File: src/rtl/rr_arbiter4_pkg.sv
// Shared types and constants for the 4-way round-robin arbiter.
package rr_arbiter4_pkg;

    localparam int unsigned N_REQ = 4;
    localparam int unsigned IDX_W = 2;

    typedef enum logic {
        ST_IDLE  = 1'b0,
        ST_GRANT = 1'b1
    } state_e;

    // Registered grant bundle presented to the shared datapath.
    typedef struct packed {
        logic [N_REQ-1:0] gnt;
        logic [IDX_W-1:0] idx;
        logic             valid;
        logic             preempt;
    } grant_t;

    function automatic logic [N_REQ-1:0] onehot(input logic [IDX_W-1:0] i);
        return N_REQ'(1) << i;
    endfunction

endpackage

File: src/rtl/rr_arbiter4_pick.sv
// Combinational rotating-priority picker: first requester at or after ptr wins.
module rr_arbiter4_pick
    import rr_arbiter4_pkg::*;
(
    input  logic [N_REQ-1:0] req,
    input  logic [IDX_W-1:0] ptr,
    output logic             any,
    output logic [IDX_W-1:0] win_idx
);

    logic [2*N_REQ-1:0] dbl;
    logic [N_REQ-1:0]   rot;
    logic [IDX_W-1:0]   enc;

    always_comb begin
        dbl = {req, req};
        rot = N_REQ'(dbl >> ptr);
        casez (rot)
            4'b???1: enc = 2'd0;
            4'b??10: enc = 2'd1;
            4'b?100: enc = 2'd2;
            4'b1000: enc = 2'd3;
            default: enc = 2'd0;
        endcase
        // Undo the rotation; wraps mod 4 by width.
        win_idx = enc + ptr;
        any     = |req;
    end

endmodule

File: src/rtl/rr_arbiter4.sv
// Round-robin arbiter for 4 requesters with hold-limit preemption.
module rr_arbiter4
    import rr_arbiter4_pkg::*;
#(
    parameter int unsigned MAX_HOLD = 16,
    parameter int unsigned CNT_W    = 5
) (
    input  logic             clk,
    input  logic             rst_n,
    input  logic             en,
    input  logic [N_REQ-1:0] req,
    output logic [N_REQ-1:0] gnt,
    output logic [IDX_W-1:0] gnt_idx,
    output logic             gnt_valid,
    output logic             preempt
);

    // Saturation point of the hold counter; all-ones when the limit is disabled.
    localparam logic [CNT_W-1:0] HOLD_MAX =
        (MAX_HOLD == 0) ? {CNT_W{1'b1}} : CNT_W'(MAX_HOLD - 1);

    state_e           state, state_nxt;
    logic [IDX_W-1:0] ptr, ptr_nxt;
    logic [CNT_W-1:0] hold_cnt, hold_nxt;
    grant_t           out_q, out_nxt;

    logic [IDX_W-1:0] owner;
    logic [IDX_W-1:0] owner_next;
    logic [N_REQ-1:0] others;
    logic             owner_rel;
    logic             limit;
    logic [N_REQ-1:0] pick_req;
    logic [IDX_W-1:0] pick_ptr;
    logic             pick_any;
    logic [IDX_W-1:0] win_idx;

    // While granted, the owner is masked out and the search starts just past it.
    always_comb begin
        owner      = out_q.idx;
        owner_next = IDX_W'(owner + 1'b1);
        others     = req & ~onehot(owner);
        owner_rel  = !req[owner];
        limit      = (MAX_HOLD != 0) && (hold_cnt == HOLD_MAX) && (|others);
        pick_req   = (state == ST_GRANT) ? others     : req;
        pick_ptr   = (state == ST_GRANT) ? owner_next : ptr;
    end

    rr_arbiter4_pick u_pick (
        .req     (pick_req),
        .ptr     (pick_ptr),
        .any     (pick_any),
        .win_idx (win_idx)
    );

    always_ff @(posedge clk or negedge rst_n) begin
        if (!rst_n) begin
            state    <= ST_IDLE;
            ptr      <= '0;
            hold_cnt <= '0;
            out_q    <= '0;
        end else begin
            state    <= state_nxt;
            ptr      <= ptr_nxt;
            hold_cnt <= hold_nxt;
            out_q    <= out_nxt;
        end
    end

    always_comb begin
        state_nxt = state;
        case (state)
            ST_IDLE:  if (en && pick_any) state_nxt = ST_GRANT;
            ST_GRANT: if (owner_rel && !(en && (|others))) state_nxt = ST_IDLE;
            default:  state_nxt = ST_IDLE;
        endcase
    end

    // Grant, pointer and hold-counter updates in handoff/release/limit/keep priority.
    always_comb begin
        out_nxt         = out_q;
        out_nxt.preempt = 1'b0;
        ptr_nxt         = ptr;
        hold_nxt        = hold_cnt;
        case (state)
            ST_IDLE: begin
                if (en && pick_any) begin
                    out_nxt.gnt   = onehot(win_idx);
                    out_nxt.idx   = win_idx;
                    out_nxt.valid = 1'b1;
                    hold_nxt      = '0;
                end
            end
            ST_GRANT: begin
                if (owner_rel && en && (|others)) begin
                    out_nxt.gnt   = onehot(win_idx);
                    out_nxt.idx   = win_idx;
                    out_nxt.valid = 1'b1;
                    ptr_nxt       = owner_next;
                    hold_nxt      = '0;
                end else if (owner_rel) begin
                    out_nxt.gnt   = '0;
                    out_nxt.valid = 1'b0;
                    ptr_nxt       = owner_next;
                    hold_nxt      = '0;
                end else if (limit && en) begin
                    out_nxt.gnt     = onehot(win_idx);
                    out_nxt.idx     = win_idx;
                    out_nxt.valid   = 1'b1;
                    out_nxt.preempt = 1'b1;
                    ptr_nxt         = owner_next;
                    hold_nxt        = '0;
                end else if (|others) begin
                    if (hold_cnt != HOLD_MAX) hold_nxt = hold_cnt + CNT_W'(1);
                end else begin
                    hold_nxt = '0;
                end
            end
            default: begin
                out_nxt = '0;
            end
        endcase
    end

    assign gnt       = out_q.gnt;
    assign gnt_idx   = out_q.idx;
    assign gnt_valid = out_q.valid;
    assign preempt   = out_q.preempt;

endmodule

File: config.mk
export PLATFORM = sky130hd
export DESIGN_NAME = rr_arbiter4
export DESIGN_NICKNAME = d
export VERILOG_FILES = /design/src/rtl/rr_arbiter4_pkg.sv /design/src/rtl/rr_arbiter4_pick.sv /design/src/rtl/rr_arbiter4.sv
export SDC_FILE = /design/constraint.sdc
export NUM_CORES = 1
export LEC_CHECK = 0
export CORE_MARGIN = 5
export CORE_UTILIZATION = 40
export CTS_CLUSTER_DIAMETER = 60
export DETAILED_ROUTE_END_ITERATION = 8
export PLACE_DENSITY = 0.69
export SYNTH_ARGS = -nofsm -noshare
export SYNTH_HDL_FRONTEND = slang
export SYNTH_SLANG_ARGS = --single-unit
File: constraint.sdc
create_clock -name clk -period 3.6 [get_ports clk]
set_clock_uncertainty 0.1 [all_clocks]
set_input_delay 0.72 -clock clk [delete_from_list [all_inputs] [get_ports clk]]
set_output_delay 0.72 -clock clk [all_outputs]
set_load 0.02 [all_outputs]
==> results.tsv <==
metric	value	unit
cp-end-kind	flip-flop	
fmax	0.320	GHz
dp_slack	0.255	ns
path_max_fanout	6	
cts_tree	done	
diodes	0	
maxSlewHeadroom	52.2	%
start_util	42.0	%
clockRootBuffer	clkbuf_4	
setup_viol	0	
ys_top_cells_by_count	16 x dfrtp_1, 10 x nand2_1, 9 x inv_1	
power_switching_share	45.0	%
period_needed	3.13	ns
p_int	719	uW
ctsHoldBuffers	0	
die-area	4070	um^2
ctsResizeCount	0	
gp_congestion	0.830	
path_clk_slew	0.10	ns
rsz0062_at_grt	false	
pwr-share-clk	9.0	%
h-tree-depth	1	
synthArstFlopShare	100	%
die_h	63.8	um
seq_area_frac_synth	34.6	%
clk_latency	0.28	ns
synth_top_area_share	34.6	%
grt_first_pass_wirelength	4240	um
seqPwrFrac	24.8	%
routed_wirelength	2350	um
switching_power	588	uW
drv_cap	0	
cp_top_family	compound AO/OA/AOI/OAI gates	
synth_edf_count	0	
fillers	278	
clkSinkCount	16	
grt_pass1_vias	997	
vias	915	
cpMostUsedCell	a21oi_1	
p_comb_share	66.2	%
grt.total_usage	12.4	%
slew_violations	0	
cp_num_buf_inv	1	
crit_chain	clkdlybuf4s50_1 -> a21boi_1 -> o21ai_0 -> a21oi_1 -> a311oi_1 -> a31oi_1 -> ha_1 -> xnor2_1 -> a21oi_1 -> a211oi_4 -> a32o_1	
synth-main-ff-cell	dfrtp_1	
num_rows	19	
synth_cell_types	44	
critPathLaunchType	primary input	
core_area	2760	um^2
fin_tns_setup	0	ns
powerDensity	965	nW/um^2
syn_to_final_growth	17.0	%
critPathKind	in -> reg	
wire_per_inst	14.5	um
clk_path_buf_depth	2	
cpMaxStageDelayCell	clkdlybuf4s50_1	
via_per_inst	5.65	
overflow	0	
setup_ws	0.474	ns
syn_nets	129	
synth.most_common_cell	dfrtp_1	
outcome	finished, final reports clean	
drive_gt1_share	17.6	%
synth.largest_area_cell	dfrtp_1	
syn_avg_cell_area	10.1	um^2
antenna_found_initial	0	
grt_max_degree	17	
numCtsBuffers	3	
ys_seq_elements	16	
die_x	63.8	um
syn_area	1160	um^2
hold_ws	0.390	ns
slowest_delay	0.50	ns
synth_area_leaders	dfrtp_1 35%, ha_1 7.6%, mux2_2 3.9%, nand2_1 3.2%, a21oi_1 3.0%	
io_pins	15	
cp_data_arrival_time	3.24	ns
portBuffers	14	
drt_iter0_drc	39	
synthCells	115	
peakVddDrop	0.000613	V
drtAntennaViolNets	0	
leakagePower	0.000608	uW
required	3.72	ns
worst_pin_slew	0.714	ns
finalCritPeriodShare	86.8	%
cts_setup_buffers	0	
firstDrtPassIters	4	
drc_errors	0	
yosys_warnings	0	
post-route-util	49.1	%
dpl.hpwl	1830	um
nNetsFinal	146	
min_path_type	reg -> reg	
finalHoldViolCount	0	
==> path summary, 6_finish.rpt <==
check                             from           to  slack, ns  depth (start not counted)
max                             req[3]       gnt[2]       0.47                         11
min                        hold_cnt[4]  hold_cnt[4]       0.39                          2
max reg2reg                      state       gnt[2]       0.55                         10
min reg2reg                hold_cnt[4]  hold_cnt[4]       0.39                          2
max in group asynchronous        rst_n       ptr[0]       2.19                          1
min in group asynchronous        rst_n  hold_cnt[1]       0.75                          1
==> per-stage QoR <==
step | total power, uW | cells | instance area, um^2
3_5_place_dp | 1190 | 158 | 1320
2_1_floorplan | 992 | 115 | 1160
3_3_place_gp | 1150 | 158 | 1320
4_1_cts | 1310 | 162 | 1360
5_1_grt | 1430 | 162 | 1360
6_report | 1310 | 162 | 1360
==> registers in the layout, indices dropped and copies added (netlist names) <==
signal,cells
hold_cnt,5
gnt,4
gnt_idx,2
ptr,2
gnt_valid,1
preempt,1
state,1
==> cell type report <==
class	count	area [um^2]	share of cell area, %
repair buffers	14	140	10.3
clock buffers	4	36.3	2.68
flip-flops and latches	16	400	29.5
multi-input cells	87	702	51.8
inverters	10	37.5	2.77
well taps	31	38.8	2.86
==> power groups by stage <==
| stage | Clock [uW] | Combinational (uW) | Sequential (uW) |
|---|---|---|---|
| floorplan | 0 | 659 | 333 |
| global placement | 0 | 826 | 325 |
| detailed placement | 0 | 861 | 328 |
| CTS | 123 | 863 | 325 |
| global route | 133 | 957 | 337 |
| finish | 118 | 865 | 324 |
==> cell families after synthesis <==
kind of cell               synth area share, %
adders and majority gates                 7.56
DFF                                       34.6
xor gates and xnor gates                  1.51
and+or+nand+nor                           14.1
muxes                                     9.93
buffers and inverters                     4.86
AOI/OAI and AO/OA                         27.4
==> worst reg2reg max path, cell delays in order (launching register included) <==
cell      delay (ns)
dfrtp_1         0.77
a21boi_1        0.30
o21ai_0         0.24
a21oi_1         0.09
a311oi_1        0.25
a31oi_1         0.07
ha_1            0.22
xnor2_1         0.25
a21oi_1         0.11
a211oi_4        0.35
a32o_1          0.22
==> placed cells by master, fill, tap and decap left out, drive strengths merged, types with 2 or more instances in the layout <==
cell / synthesis / final
nand2b: 5 / 5
and3: 2 / 2
mux2i: 2 / 2
nor2b: 2 / 2
inv: 10 / 10
dfrtp: 16 / 16
a32o: 3 / 3
nand3: 4 / 4
clkbuf: 0 / 4
nand2: 10 / 10
o32ai: 2 / 2
nor2: 6 / 6
a21boi: 4 / 4
o21ai: 5 / 5
clkdlybuf4s50: 0 / 14
mux2: 5 / 5
ha: 7 / 7
a21oi: 8 / 8
o211a: 2 / 2
a21o: 3 / 3
==> routing by layer <==
metal | track usage (%) | part of all wire (%)
met1 | 15.5 | 48
met2 | 21.0 | 49
met3 | 3.50 | 3.0
met4 | 3.12 | 0
met5 | 0 | 0
Power figures use the tool's default switching activity.
